### src/rtl/queue_pkg.sv
// Shared types and constants for the queue read-side controller.
package queue_pkg;

  typedef enum logic [1:0] {
    StIdle,
    StRun,
    StDrain
  } state_e;

  localparam int unsigned DATA_W_DEFAULT = 8;

  localparam logic RW_READ  = 1'b0;
  localparam logic RW_WRITE = 1'b1;

endpackage

### src/rtl/queue_reader_if.sv
// Queue read port plus valid/ready output stream, as seen by the reader (master).
interface queue_reader_if
  import queue_pkg::*;
#(
  parameter int unsigned DATA_W = DATA_W_DEFAULT
) ();

  logic              q_en_o;
  logic              q_rw_o;
  logic [DATA_W-1:0] q_data_i;
  logic              q_empty_i;
  logic              m_valid_o;
  logic              m_ready_i;
  logic [DATA_W-1:0] m_data_o;

  modport master (
    output q_en_o,
    output q_rw_o,
    input  q_data_i,
    input  q_empty_i,
    output m_valid_o,
    input  m_ready_i,
    output m_data_o
  );

  modport slave (
    input  q_en_o,
    input  q_rw_o,
    output q_data_i,
    output q_empty_i,
    input  m_valid_o,
    output m_ready_i,
    input  m_data_o
  );

endinterface

### src/rtl/queue_reader_out_buf2.sv
// Two-entry in-order FIFO; entry 0 is always the head so head data is a plain register.
module out_buf2
  import queue_pkg::*;
#(
  parameter int unsigned DATA_W = DATA_W_DEFAULT
) (
  input  logic              clk,
  input  logic              rst,
  input  logic              push,
  input  logic              pop,
  input  logic [DATA_W-1:0] wdata,
  output logic [1:0]        count,
  output logic [DATA_W-1:0] head
);

  logic [DATA_W-1:0] e0_q, e1_q;
  logic [1:0]        cnt_q;
  logic              do_push, do_pop;

  assign do_pop  = pop & (cnt_q != 2'd0);
  assign do_push = push & ((cnt_q != 2'd2) | do_pop);

  always_ff @(posedge clk) begin
    if (rst) begin
      e0_q  <= '0;
      e1_q  <= '0;
      cnt_q <= 2'd0;
    end else begin
      unique case ({do_push, do_pop})
        2'b10: begin
          if (cnt_q == 2'd0) e0_q <= wdata;
          else               e1_q <= wdata;
          cnt_q <= cnt_q + 2'd1;
        end
        2'b01: begin
          e0_q  <= e1_q;
          cnt_q <= cnt_q - 2'd1;
        end
        2'b11: begin
          // Count unchanged; new word lands behind whatever remains.
          if (cnt_q == 2'd1) begin
            e0_q <= wdata;
          end else begin
            e0_q <= e1_q;
            e1_q <= wdata;
          end
        end
        default: ;
      endcase
    end
  end

  assign count = cnt_q;
  assign head  = e0_q;

endmodule

### src/rtl/queue_reader.sv
// Drains the single-port queue into a 2-entry buffer and streams it out with backpressure.
module queue_reader
  import queue_pkg::*;
#(
  parameter int unsigned DATA_W = DATA_W_DEFAULT,
  parameter int unsigned CNT_W  = 16
) (
  input  logic             Clk_i,
  input  logic             Rst_i,
  input  logic             start_i,
  input  logic             stop_i,
  queue_reader_if.master   bus,
  output logic             busy_o,
  output logic [CNT_W-1:0] words_o
);

  state_e            state_q;
  logic              busy_q;
  logic [CNT_W-1:0]  words_q;
  logic [1:0]        count;
  logic [DATA_W-1:0] head;
  logic              push, pop, m_valid;

  // Reset gating keeps a stale RUN state from strobing the queue in the reset cycle.
  assign push    = (state_q == StRun) & ~bus.q_empty_i & (count < 2'd2) & ~Rst_i;
  assign m_valid = (count != 2'd0);
  assign pop     = m_valid & bus.m_ready_i;

  out_buf2 #(
    .DATA_W (DATA_W)
  ) u_buf (
    .clk   (Clk_i),
    .rst   (Rst_i),
    .push  (push),
    .pop   (pop),
    .wdata (bus.q_data_i),
    .count (count),
    .head  (head)
  );

  always_ff @(posedge Clk_i) begin
    if (Rst_i) begin
      state_q <= StIdle;
      busy_q  <= 1'b0;
      words_q <= '0;
    end else begin
      if (pop) words_q <= words_q + CNT_W'(1);
      unique case (state_q)
        StIdle: begin
          if (start_i & ~stop_i) begin
            state_q <= StRun;
            busy_q  <= 1'b1;
          end
        end
        StRun: begin
          if (stop_i) state_q <= StDrain;
        end
        StDrain: begin
          if ((count == 2'd0) || ((count == 2'd1) && pop)) begin
            state_q <= StIdle;
            busy_q  <= 1'b0;
          end
        end
        default: begin
          state_q <= StIdle;
          busy_q  <= 1'b0;
        end
      endcase
    end
  end

  assign bus.q_en_o    = push;
  assign bus.q_rw_o    = RW_READ;
  assign bus.m_valid_o = m_valid;
  assign bus.m_data_o  = head;
  assign busy_o        = busy_q;
  assign words_o       = words_q;

endmodule
### src/flat_wrapper.sv
// flat-port wrapper written by rule: the top's interface ports become plain ports
module queue_reader_flat import queue_pkg::*;
#(
  parameter int unsigned DATA_W = DATA_W_DEFAULT,
  parameter int unsigned CNT_W  = 16
)
  (Clk_i, Rst_i, start_i, stop_i, busy_o, words_o, bus_q_en_o, bus_q_rw_o, bus_q_data_i, bus_q_empty_i, bus_m_valid_o, bus_m_ready_i, bus_m_data_o);
  queue_reader_if #(.DATA_W(DATA_W)) bus_i ();
  input  logic Clk_i;
  input  logic Rst_i;
  input  logic start_i;
  input  logic stop_i;
  output logic busy_o;
  output logic [CNT_W-1:0] words_o;
  output wire logic [$bits(bus_i.q_en_o)-1:0] bus_q_en_o;
  output wire logic [$bits(bus_i.q_rw_o)-1:0] bus_q_rw_o;
  input wire logic [$bits(bus_i.q_data_i)-1:0] bus_q_data_i;
  input wire logic [$bits(bus_i.q_empty_i)-1:0] bus_q_empty_i;
  output wire logic [$bits(bus_i.m_valid_o)-1:0] bus_m_valid_o;
  input wire logic [$bits(bus_i.m_ready_i)-1:0] bus_m_ready_i;
  output wire logic [$bits(bus_i.m_data_o)-1:0] bus_m_data_o;
  assign bus_q_en_o = bus_i.q_en_o;
  assign bus_q_rw_o = bus_i.q_rw_o;
  assign bus_i.q_data_i = bus_q_data_i;
  assign bus_i.q_empty_i = bus_q_empty_i;
  assign bus_m_valid_o = bus_i.m_valid_o;
  assign bus_i.m_ready_i = bus_m_ready_i;
  assign bus_m_data_o = bus_i.m_data_o;
  queue_reader #(.DATA_W(DATA_W), .CNT_W(CNT_W)) u_core (.Clk_i(Clk_i), .Rst_i(Rst_i), .start_i(start_i), .stop_i(stop_i), .bus(bus_i), .busy_o(busy_o), .words_o(words_o));
endmodule
### config.mk
export PLATFORM = sky130hd
export DESIGN_NAME = queue_reader_flat
export DESIGN_NICKNAME = d
export VERILOG_FILES = /design/src/rtl/queue_pkg.sv /design/src/rtl/queue_reader_if.sv /design/src/rtl/queue_reader_out_buf2.sv /design/src/rtl/queue_reader.sv /design/src/flat_wrapper.sv
export SDC_FILE = /design/constraint.sdc
export NUM_CORES = 1
export LEC_CHECK = 0
export ABC_AREA = 1
export ABC_CLOCK_PERIOD_IN_PS = 5410
export BUFFER_PORTS_ARGS = -buffer_cell sky130_fd_sc_hd__clkbuf_2
export CORE_MARGIN = 1
export CORE_UTILIZATION = 46
export CTS_CLUSTER_DIAMETER = 60
export DETAILED_ROUTE_END_ITERATION = 8
export PLACE_DENSITY = 0.71
export SYNTH_ARGS = -nofsm -noshare
export SYNTH_HDL_FRONTEND = slang
export SYNTH_HIERARCHICAL = 1
export SYNTH_SLANG_ARGS = --single-unit
### constraint.sdc
create_clock -name Clk_i -period 5.41 [get_ports Clk_i]
set_input_delay 1.3525 -clock Clk_i [delete_from_list [all_inputs] [get_ports Clk_i]]
set_output_delay 1.3525 -clock Clk_i [all_outputs]
set_load 0.05 [all_outputs]
; ---- Yosys cells after proc, flatten, opt, wreduce, memory -nomap -nowiden
; Index checks and enable logic that the tools add are counted.
[classes]
add_sub_neg = 3
mul = 0
div_mod_pow = 0
magnitude_cmp = 1
n_eq_ne = 13
shifts = 0
mux = 14
n_bitwise = 12
n_reduce_logical = 12
[op_table]
columns = cell, count
row1 = 2-to-1 mux 8 bit, 4
row2 = case mux 8 bit (3 select lines), 1
row3 = adder 16 x 1 -> 16 bit (second input constant), 1
row4 = case mux 8 bit (2 select lines), 1
row5 = AND reduction 3 bit, 3
row6 = inequality test 2 bit (second input constant), 4
row7 = AND 1 bit, 7
row8 = equality test 2 x 1 -> 1 bit (second input constant), 3
row9 = equality test 2 bit (second input constant), 3
row10 = 2-to-1 mux 2 bit, 3
row11 = inequality test 2 x 1 -> 1 bit (second input constant), 3
row12 = case mux 2 bit (3 select lines), 1
row13 = nonzero test 2 bit, 3
row14 = zero test 2 bit, 2
row15 = NOT 1 bit, 4
row16 = case mux 2 bit (2 select lines), 1
row17 = case mux 1 bit (3 select lines), 1
row18 = nonzero test 3 bit, 1
row19 = adder 2 x 1 -> 2 bit (second input constant), 1
row20 = less-than comparator 2 bit (second input constant), 1
row21 = 2-to-1 mux 1 bit, 2
row22 = AND reduction 2 bit, 1
row23 = subtractor 2 x 1 -> 2 bit (second input constant), 1
row24 = logical AND 1 bit, 1
row25 = other kinds (2), 2
[totals]
regBits = 37
latch_bits = 0
ram_bits = 0
rom_bits = 0
input_bits = 14
output_inout_bits = 28
memories = 0

; ---- Longest topological paths before layout
; Gate-level depths: netlist of the first run.
[logic_depth]
ltp_word = 8
ltp_mapped = 11
depth_no_buf = 10

; ---- Modules after synthesis
; Netlist of the first run, hierarchy kept.
[by_module_without_submodules]
columns = mod, n_inst, cells_per_inst, area_each_um2, seq_area_each_um2
row1 = queue_reader, 1, 147, 1009.7, 380.4
row2 = out_buf2, 1, 154, 1008.5, 360.3

; ---- Worst setup path before layout of the first run
; OpenSTA, ideal clock, no wires.
[synth_timing]
path_type = input port to output port
from = input bus_q_empty_i
to = output bus_q_en_o
t_arrival_ns = 3.354
required_ns = 4.058
slack_ns = 0.703
path_stages = 1
n_path_buf = 0
cell_sequence = nor4_1
[synth_via]
elab_chain_cells = 4
[synth_lines]
columns = item, line
row1 = "start, declared", flat_wrapper.sv:18  ; input wire logic [$bits(bus_i.q_empty_i)-1:0] bus_q_empty_i;
row2 = NOT 1 bit, queue_reader.sv:25  ; assign push = (state_q == StRun) & ~bus.q_empty_i & (count < 2'd2) & ~Rst_i;
row3 = AND 1 bit (3 in series), queue_reader.sv:25
row4 = "end, declared", flat_wrapper.sv:15  ; output wire logic [$bits(bus_i.q_en_o)-1:0] bus_q_en_o;
; Every way passes these cells.

; ---- Final worst setup path of the first run
[layout_timing]
from = input Rst_i
to = output bus_q_en_o
[layout_via]
elab_chain_cells = 2
[layout_lines]
columns = item, line
row1 = "start, declared", flat_wrapper.sv:10  ; input logic Rst_i;
row2 = NOT 1 bit, queue_reader.sv:25
row3 = AND 1 bit, queue_reader.sv:25
; Every way passes these cells.

==> flow_summary.yaml, run 1 <==
status:
  outcome: "finished, final reports clean"
synth:
  syn_avg_cell_area_um2: 6.70
  post_synth_instance_area_um2: 2020
  synth_cell_types: 28
  syn_nets: 319
  yosys.area.top_type: "dfxtp_1"
  yosysTopAreaCellShare: 0.367
  synthTopCellsByCount: "nand2_1 (59), inv_1 (55), nor2_1 (51)"
  yosysWarnings: 6
  synth_area_leaders: "dfxtp_1 (37%), nand2_1 (11%), inv_1 (10%), nor2_1 (9.5%), o21ai_0 (4.7%)"
  ys_ff_latch: 37
  synth.most_common_cell: "nand2_1"
  synthArstFlopShare: 0
  synth-edff-count: 0
  synth-main-ff-cell: "dfxtp_1"
  seq_area_frac_synth: 0.367
  syn_inst: 301
cts:
  cts-root-buf: "clkbuf_8"
  numCtsBuffers: 5
  cts_sinks: 37
  clk_pin_slew_worst_paths_ns: 0.07
  insertion_delay_ns: 0.29
  ctsLongestPathBuffers: 2
  postCtsSetupBuffers: 0
  cts_tree: "yes"
  cts_hold_buf: 0
  htree_levels: 2
  postCtsResizedCells: 0
die:
  die_x_um: 68.2
  die_area_um2: 4660
  rows: 23
  die_h_um: 68.2
  start_util: 0.490
  io_pins: 42
  core_um2: 4120
pwr:
  p_clk_frac: 0.434
  p_sw_mw: 0.133
  p_seq_frac: 0.486
  power_leakage_nw: 1.10
  sw_frac_of_total: 0.232
  peakVddDrop_mv: 0.144
  p_comb_frac: 0.080
  power.internal_mw: 0.439
  power_density_nw_per_um2: 243
setup_path:
  cp_top_family: "simple AND/OR/NAND/NOR gates"
  rr_startpoint: "u_core/u_buf/count[1]$_SDFFE_PP0P_"
  required_ns: 4.06
  slowest_delay_ns: 0.80
  cpMostUsedCell: "clkbuf_2"
  path_buf_inv: 2
  start_kind: "primary input"
  cp_max_fo: 9
  critical_path_class: "primary input to primary output"
  arrival_ns: 2.72
  cp_cell_sequence: "clkbuf_2 -> nor4_1 -> clkbuf_2"
  crit_slowest_cell: "nor4_1"
  critPathCaptureType: "primary output"
  reg2reg_slack_ns: 3.22
  startpoint: "Rst_i"
grt:
  grt_max_degree: 18
  track_usage: 0.202
  antenna_found_initial: 0
  grt-ovfl-total: 0
  grt_pass1_wl_mm: 6.99
  grt_pass1_vias: 1683
layout:
  area_growth_pct: 16.7
  diodes: 0
  fin_nets: 361
  num-fill-cells: 419
  drive_gt1_frac: 0.206
detailed_routing:
  postRouteAntennaNets: 0
  drc: 0
  routed_wl_mm: 4.08
  viasPerCell: 4.74
  dr_total_vias: 1869
  wl_per_cell_um: 10.4
  drt_iter0_drc: 88
  first_pass_iters: 4
timing:
  clock_skew_ns: 0.00902
  rsz0062_at_grt: "false"
  fin_crit_sh: 0.753
  tns_ns: 0
  relSlewSlack: 0.366
  maxSlewViolCount: 0
  period_needed_ns: 4.07
  tightest_slew_ns: 0.943
  hold_viol: 0
  holdWs_ns: 0.474
  fmax_ghz: 0.246
  final-setup-viol-count: 0
hold_path:
  worstHoldStart: "u_core/busy_o$_SDFFE_PP0P_"
  min_path_type: "register to register"
placement:
  portBuffers: 40
  dp_hpwl_mm: 2.95
  globalplace.congestion: 0.811
flow_run:
  maxCapViolCount: 0
==> cells in the final DEF (no fill, tap or decap), types with 3 or more instances in the layout <==
master	netlist	final
clkbuf_8	1	6
nand2_1	59	59
nand4_1	11	11
nand3_1	15	15
nand3b_1	3	3
nand2_2	6	6
ha_1	4	4
dfxtp_1	37	37
nor2_1	51	51
clkbuf_2	0	40
nor3_1	3	3
nor2_2	3	3
nor2_4	5	5
inv_1	55	55
o21ai_0	19	19
a21oi_1	12	12
==> metrics by stage <==
step	utilization	setup slack (ns)	std cells	area, um^2	power [mW]
global placement	0.544	1.37	386	2240	0.329
detailed placement	0.544	1.33	386	2240	0.330
global route	0.572	1.21	394	2350	0.600
CTS	0.572	1.33	394	2350	0.581
finish	0.572	1.34	394	2350	0.572
floorplan	-	0.703	301	2020	0.318
==> sequential cells by signal, summed over array words and instances (netlist names) <==
signal              cells
u_core/busy_o           1
u_core/state_q          2
u_core/u_buf/count      2
u_core/u_buf/e1_q       8
u_core/u_buf/head       8
u_core/words_o         16
==> power groups by stage <==
stage               clock [mW]  combinational, mW  sequential [mW]
finish                   0.249             0.0456            0.278
global route             0.270             0.0512            0.278
CTS                      0.257             0.0459            0.278
detailed placement           0             0.0456            0.284
global placement             0             0.0451            0.284
floorplan                    0             0.0253            0.293
==> logic make-up (layout without fill, tap and decap cells) <==
logic type,count (synthesis),count (layout),synth area share
AOI/OAI and AO/OA,34,34,0.0893
other,1,1,0.00186
adders and majority gates,4,4,0.0248
and+or+nand+nor,163,163,0.390
DFF,37,37,0.367
buffers and inverters,62,105,0.127
==> worst min-delay path: cells and delay by family (launching register included) <==
| kind | cells | cell delay (ns) |
|---|---|---|
| AOI/OAI and AO/OA | 1 | 0.06 |
| and+or+nand+nor | 1 | 0.06 |
| DFF | 1 | 0.31 |
==> per-layer routing <==
metal  wire (um)  global-route usage  vias to the layer above  share of wire
met5           0                   0                        -              0
met4          59              0.0755                        0          0.014
met3         206              0.0617                        5          0.050
met2        1790               0.336                       43           0.44
met1        2030               0.243                      800           0.50
li1            -                   -                     1021              -
==> final timing paths <==
check / endpoint / depth (start not counted)
max: bus_q_en_o / 3
min: u_core/busy_o$_SDFFE_PP0P_ / 2
max reg2reg: u_core/u_buf/e1_q[2]$_SDFFE_PP0P_ / 6
min reg2reg: u_core/busy_o$_SDFFE_PP0P_ / 2
==> cell type report <==
type,instances,area [um^2],area share
well taps,50,62.6,0.0266
clock buffers,7,86.3,0.0367
clock inverters,1,30.0,0.0128
multi-input cells,202,1020,0.434
flip-flops and latches,37,741,0.315
inverters,57,214,0.0909
repair buffers,40,200,0.0850
Note: power is estimated with default switching activity, not from simulation.
==> run 2, diff against run 1 <==
--- a/config.mk
+++ b/config.mk
@@ -5,14 +5,14 @@
 export SDC_FILE = /design/constraint.sdc
 export NUM_CORES = 1
 export LEC_CHECK = 0
-export ABC_AREA = 1
-export ABC_CLOCK_PERIOD_IN_PS = 5410
+export ABC_AREA = 0
+export ABC_CLOCK_PERIOD_IN_PS = 3600
 export BUFFER_PORTS_ARGS = -buffer_cell sky130_fd_sc_hd__clkbuf_2
 export CORE_MARGIN = 1
 export CORE_UTILIZATION = 46
 export CTS_CLUSTER_DIAMETER = 60
 export DETAILED_ROUTE_END_ITERATION = 8
-export PLACE_DENSITY = 0.71
+export PLACE_DENSITY = 0.75
 export SYNTH_ARGS = -nofsm -noshare
 export SYNTH_HDL_FRONTEND = slang
 export SYNTH_HIERARCHICAL = 1
==> constraint.sdc (replaced) <==
create_clock -name Clk_i -period 3.6 [get_ports Clk_i]
set_input_delay 0.9 -clock Clk_i [delete_from_list [all_inputs] [get_ports Clk_i]]
set_output_delay 0.9 -clock Clk_i [all_outputs]
set_load 0.05 [all_outputs]
==> flow_summary.yaml, run 2 <==
status:
  outcome: "finished, final reports clean"
grt:
  grt_pass1_vias: 1222
  grt-ovfl-total: 0
  grt_pass1_wl_mm: 5.48
  grt_max_degree: 40
  antenna_found_initial: 0
  track_usage: 0.176
setup_path:
  crit_slowest_cell: "clkbuf_2"
  rr_startpoint: "u_core/u_buf/count[0]$_SDFFE_PP0P_"
  slowest_delay_ns: 0.31
  path_buf_inv: 2
  arrival_ns: 1.75
  reg2regPathDepth: 6
  r2r_end: "u_core/u_buf/e1_q[1]$_SDFFE_PP0P_"
  start_kind: "primary input"
  required_ns: 2.70
  critical_path_class: "primary input to primary output"
  cpMostUsedCell: "clkbuf_2"
  cp_cell_sequence: "clkbuf_2 -> nor4_1 -> and2_1 -> clkbuf_2"
  reg2reg_slack_ns: 1.44
  cp_top_family: "simple AND/OR/NAND/NOR gates"
  cp_max_fo: 6
  critPathCaptureType: "primary output"
cts:
  cts_tree: "yes"
  htree_levels: 2
  ctsLongestPathBuffers: 2
  postCtsSetupBuffers: 0
  numCtsBuffers: 5
  cts_sinks: 37
  clk_pin_slew_worst_paths_ns: 0.07
  cts_hold_buf: 0
  cts-root-buf: "clkbuf_8"
  postCtsResizedCells: 0
  insertion_delay_ns: 0.29
synth:
  syn_inst: 196
  post_synth_instance_area_um2: 1710
  synthTopCellsByCount: "dfxtp_1 (37), nor2_1 (36), nand2_1 (17)"
  synth.most_common_cell: "dfxtp_1"
  yosysTopAreaCellShare: 0.432
  synth-main-ff-cell: "dfxtp_1"
  ys_ff_latch: 37
  syn_nets: 214
  yosysWarnings: 6
  seq_area_frac_synth: 0.432
  synthArstFlopShare: 0
  syn_avg_cell_area_um2: 8.74
  synth_cell_types: 41
  yosys.area.top_type: "dfxtp_1"
  synth-edff-count: 0
  synth_area_leaders: "dfxtp_1 (43%), nor2_1 (7.9%), mux2i_1 (5.8%), xnor2_1 (5.1%), a311oi_1 (4.6%)"
detailed_routing:
  dr_total_vias: 1496
  routed_wl_mm: 3.36
  wl_met1_mm: 1.56
  routed-wl-met2_mm: 1.59
  drt_iter0_drc: 83
  wl_per_cell_um: 11.9
  first_pass_iters: 4
  postRouteAntennaNets: 0
  dr_wl_met3_um: 181
  highest_layer: "met4"
  viasPerCell: 5.30
  drc: 0
layout:
  final_cell_area_um2: 2050
  fin_nets: 253
  largest_register_ffs: 16
  final_core_util: 0.595
  most-common-layout-cells: "clkbuf_2 (40), dfxtp_1 (37), nor2_1 (36)"
  layout_commonest_cell: "clkbuf_2"
  multi_input_area_um2: 895
  num-fill-cells: 319
  seq_area_um2: 741
  drive_gt1_frac: 0.250
  diodes: 0
  area_growth_pct: 19.5
die:
  io_pins: 42
  die_area_um2: 3970
  core_um2: 3440
  start_util: 0.498
  rows: 21
  die_h_um: 63.0
  die_x_um: 63.0
pwr:
  peakVddDrop_mv: 0.268
  power_density_nw_per_um2: 418
  power_leakage_nw: 0.846
timing:
  hold_viol: 0
  final-setup-viol-count: 0
  clock_skew_ns: 0.00673
  tightest_slew_ns: 0.587
  fin_crit_sh: 0.735
  relSlewSlack: 0.607
  maxSlewViolCount: 0
  setup_ws_ns: 0.954
  holdWs_ns: 0.496
  tns_ns: 0
  rsz0062_at_grt: "false"
  period_needed_ns: 2.65
  fmax_ghz: 0.378
placement:
  dp_hpwl_mm: 2.38
  portBuffers: 40
  globalplace.congestion: 0.739
  place_ws_ns: 0.949
  place_area_um2: 1930
hold_path:
  whs_path_depth: 2
  min_path_type: "register to register"
  hold_end: "u_core/busy_o$_SDFFE_PP0P_"
  worstHoldStart: "u_core/busy_o$_SDFFE_PP0P_"
flow_run:
  maxCapViolCount: 0
## run 2: cell count changes in the layout (fill, tap and decap cells not counted), sizes merged, moves of 5 or more
cell    previous run  this run
nand4             12         4
inv               57         7
mux2i              0        10
o21ai             20         3
xnor2              0        10
nand3             19        12
a21oi             13         5
a311oi             0         9
nand2             65        17
nor2              59        36
nor4               1         6
## run 2: routing by layer
metal / up-vias / track usage
met5: - / 0
met4: 0 / 0.0727
met3: 4 / 0.0620
met2: 45 / 0.253
met1: 688 / 0.236
li1: 759 / -
## run 2: how the worst max path moves through the flow
stage	depth (start not counted)	slack (ns)	start	to
after floorplan	8	0.93	Rst_i	u_core/u_buf/e1_q[0]$_SDFFE_PP0P_
after global placement	4	0.96	bus_q_empty_i	bus_q_en_o
after detailed placement	4	0.95	bus_q_empty_i	bus_q_en_o
after CTS	4	0.95	bus_q_empty_i	bus_q_en_o
after global routing	4	0.90	bus_q_empty_i	bus_q_en_o
final	4	0.95	bus_q_empty_i	bus_q_en_o
## run 2: tightest hold or removal path, delay by kind of cell, from the launching register on
kind	cells	cell delay [ns]
flops	1	0.31
simple gates	2	0.14
## run 2: logic make-up (layout without fill, tap and decap cells)
kind of cell               after synthesis  after routing  share of synthesized area
other                                    1              1                    0.00219
adders and majority gates                4              4                     0.0292
buffers and inverters                   16             56                     0.0453
and+or+nand+nor                         91             91                      0.257
DFF                                     37             37                      0.432
muxes                                   12             12                     0.0716
xor gates and xnor gates                12             12                     0.0614
AOI/OAI and AO/OA                       23             23                      0.101
## run 2: per-stage QoR
step	power, mW	std cells
after floorplan	0.474	196
after global placement	0.492	274
after detailed placement	0.492	274
after CTS	0.863	282
after global routing	0.889	282
final	0.857	282
## run 2: report_power, final
group | internal, mW | leakage, nW | switching [mW] | total [mW]
clock | 0.225 | 0.0574 | 0.149 | 0.374
combinational | 0.0193 | 0.490 | 0.0440 | 0.0633
sequential | 0.415 | 0.299 | 0.00484 | 0.420
## run 2: layout make-up
| class | count | share of cell area |
|---|---|---|
| clock buffer | 6 | 0.0403 |
| clock inverter | 2 | 0.0183 |
| inverter | 7 | 0.0128 |
| multi-input combinational | 143 | 0.437 |
| sequential | 37 | 0.362 |
| tap | 46 | 0.0281 |
| timing repair buffer | 41 | 0.101 |
==> run 3, diff against run 2 <==
--- a/config.mk
+++ b/config.mk
@@ -6,7 +6,7 @@
 export NUM_CORES = 1
 export LEC_CHECK = 0
 export ABC_AREA = 0
-export ABC_CLOCK_PERIOD_IN_PS = 3600
+export ABC_CLOCK_PERIOD_IN_PS = 2170
 export BUFFER_PORTS_ARGS = -buffer_cell sky130_fd_sc_hd__clkbuf_2
 export CORE_MARGIN = 1
 export CORE_UTILIZATION = 46
==> constraint.sdc (replaced) <==
create_clock -name Clk_i -period 2.17 [get_ports Clk_i]
set_input_delay 0.5425 -clock Clk_i [delete_from_list [all_inputs] [get_ports Clk_i]]
set_output_delay 0.5425 -clock Clk_i [all_outputs]
set_load 0.05 [all_outputs]
==> flow_summary.yaml, run 3 (synthesis results as in run 2) <==
die:
  io_pins: 42
  die_area_um2: 3970
  start_util: 0.498
  core_um2: 3440
  rows: 21
  die_h_um: 63.0
  die_x_um: 63.0
setup_path:
  reg2reg_slack_ns: 0.26
  cp-endpoint: "bus_q_en_o"
  startpoint: "u_core/u_buf/count[1]$_SDFFE_PP0P_"
  r2r_end: "u_core/u_buf/e1_q[1]$_SDFFE_PP0P_"
  required_ns: 1.63
  reg2regPathDepth: 6
  cp_max_fo: 8
  start_kind: "register"
  critical_path_class: "register to primary output"
  arrival_ns: 1.42
  rr_startpoint: "u_core/u_buf/count[0]$_SDFFE_PP0P_"
  critPathCaptureType: "primary output"
layout:
  final_core_util: 0.602
  seq_area_um2: 741
  largest_register_ffs: 16
  multi_input_area_um2: 901
  diodes: 0
  final_cell_area_um2: 2070
  fin_nets: 258
  most-common-layout-cells: "clkbuf_2 (39), dfxtp_1 (37), nor2_1 (36)"
  layout_commonest_cell: "clkbuf_2"
  area_growth_pct: 21.0
  drive_gt1_frac: 0.274
  num-fill-cells: 321
grt:
  grt_max_degree: 40
  antenna_found_initial: 0
  grt_pass1_vias: 1352
  grt_pass1_wl_mm: 5.87
  track_usage: 0.189
  grt-ovfl-total: 0
cts:
  clk_pin_slew_worst_paths_ns: 0.08
  insertion_delay_ns: 0.29
  cts-root-buf: "clkbuf_8"
  cts_hold_buf: 0
  cts_sinks: 37
  htree_levels: 2
  ctsLongestPathBuffers: 2
  cts_tree: "yes"
  numCtsBuffers: 5
  postCtsSetupBuffers: 0
timing:
  clock_skew_ns: 0.00354
  hold_viol: 0
  holdWs_ns: 0.445
  final-setup-viol-count: 0
  fmax_ghz: 0.511
  tns_ns: 0
  rsz0062_at_grt: "false"
  fin_crit_sh: 0.903
  relSlewSlack: 0.594
  maxSlewViolCount: 0
  tightest_slew_ns: 0.604
  period_needed_ns: 1.96
placement:
  portBuffers: 40
  globalplace.congestion: 0.820
  dp_hpwl_mm: 2.44
  place_area_um2: 1980
pwr:
  power_density_nw_per_um2: 618
  power_leakage_nw: 0.863
  p_sw_mw: 0.335
  power.internal_mw: 0.945
  p_seq_frac: 0.544
  p_clk_frac: 0.371
  peakVddDrop_mv: 0.396
  sw_frac_of_total: 0.262
  p_comb_frac: 0.085
  power_mw: 1.28
detailed_routing:
  routed_wl_mm: 3.52
  first_pass_iters: 4
  viasPerCell: 5.28
  postRouteAntennaNets: 0
  wl_per_cell_um: 12.3
  dr_total_vias: 1516
  drc: 0
  drt_iter0_drc: 106
flow_run:
  maxCapViolCount: 0
hold_path:
  min_path_type: "primary input to register"
status:
  outcome: "finished, final reports clean"
==> run 3: cell types whose count changed in the layout (fill, tap and decap cells not counted), sizes merged <==
cell,change
buf,+6
bufinv,-1
clkinv,+2
clkbuf,-2
==> run 3: power by group through the flow <==
stage	clock network [mW]	registers [mW]	logic, mW
3_3_place_gp	0	0.711	0.108
4_1_cts	0.485	0.696	0.110
2_1_floorplan	0	0.734	0.0524
5_1_grt	0.522	0.697	0.118
6_report	0.475	0.696	0.109
3_5_place_dp	0	0.712	0.109
==> run 3: metal layers <==
layer / GRT usage / up-vias / wire (um)
met1: 0.223 / 715 / 1690
met5: 0 / - / 0
li1: - / 768 / -
met2: 0.302 / 28 / 1670
met3: 0.0620 / 5 / 107
met4: 0.0959 / 0 / 53
==> run 3: how the worst min path moves through the flow <==
stage / from / endpoint / cells after the start
floorplan: u_core/u_buf/e1_q[0]$_SDFFE_PP0P_ / u_core/u_buf/e1_q[0]$_SDFFE_PP0P_ / 2
global placement: u_core/u_buf/e1_q[1]$_SDFFE_PP0P_ / u_core/u_buf/e1_q[1]$_SDFFE_PP0P_ / 2
detailed placement: u_core/words_o[15]$_SDFFE_PP0P_ / u_core/words_o[15]$_SDFFE_PP0P_ / 2
CTS: stop_i / u_core/state_q[0]$_SDFFE_PP0P_ / 2
global route: stop_i / u_core/state_q[0]$_SDFFE_PP0P_ / 2
finish: stop_i / u_core/state_q[0]$_SDFFE_PP0P_ / 2
==> run 3: area by class of cell <==
cell class	count	share of cell area
timing repair buffer	46	0.126
inverter	7	0.0127
clock inverter	3	0.00845
sequential	37	0.357
multi-input combinational	143	0.435
clock buffer	5	0.0332
tap	46	0.0278
==> run 3: timing repair <==
item | in CTS | in global routing
endpoints found under the setup margin | 0 | 1
gates resized for setup | 0 | 1
endpoints found under the hold margin | 0 | 0
==> run 3: through the flow <==
stage	setup slack, ns	std cells
floorplan	0.0464	196
global placement	0.121	279
detailed placement	0.101	279
CTS	0.147	287
global route	0.135	287
finish	0.211	287
==> run 3: critical path: stages (launching register included) <==
cell and delay, ns:
dfxtp_1 0.39, nor4_1 0.26, and2_2 0.22, buf_4 0.13, buf_12 0.13
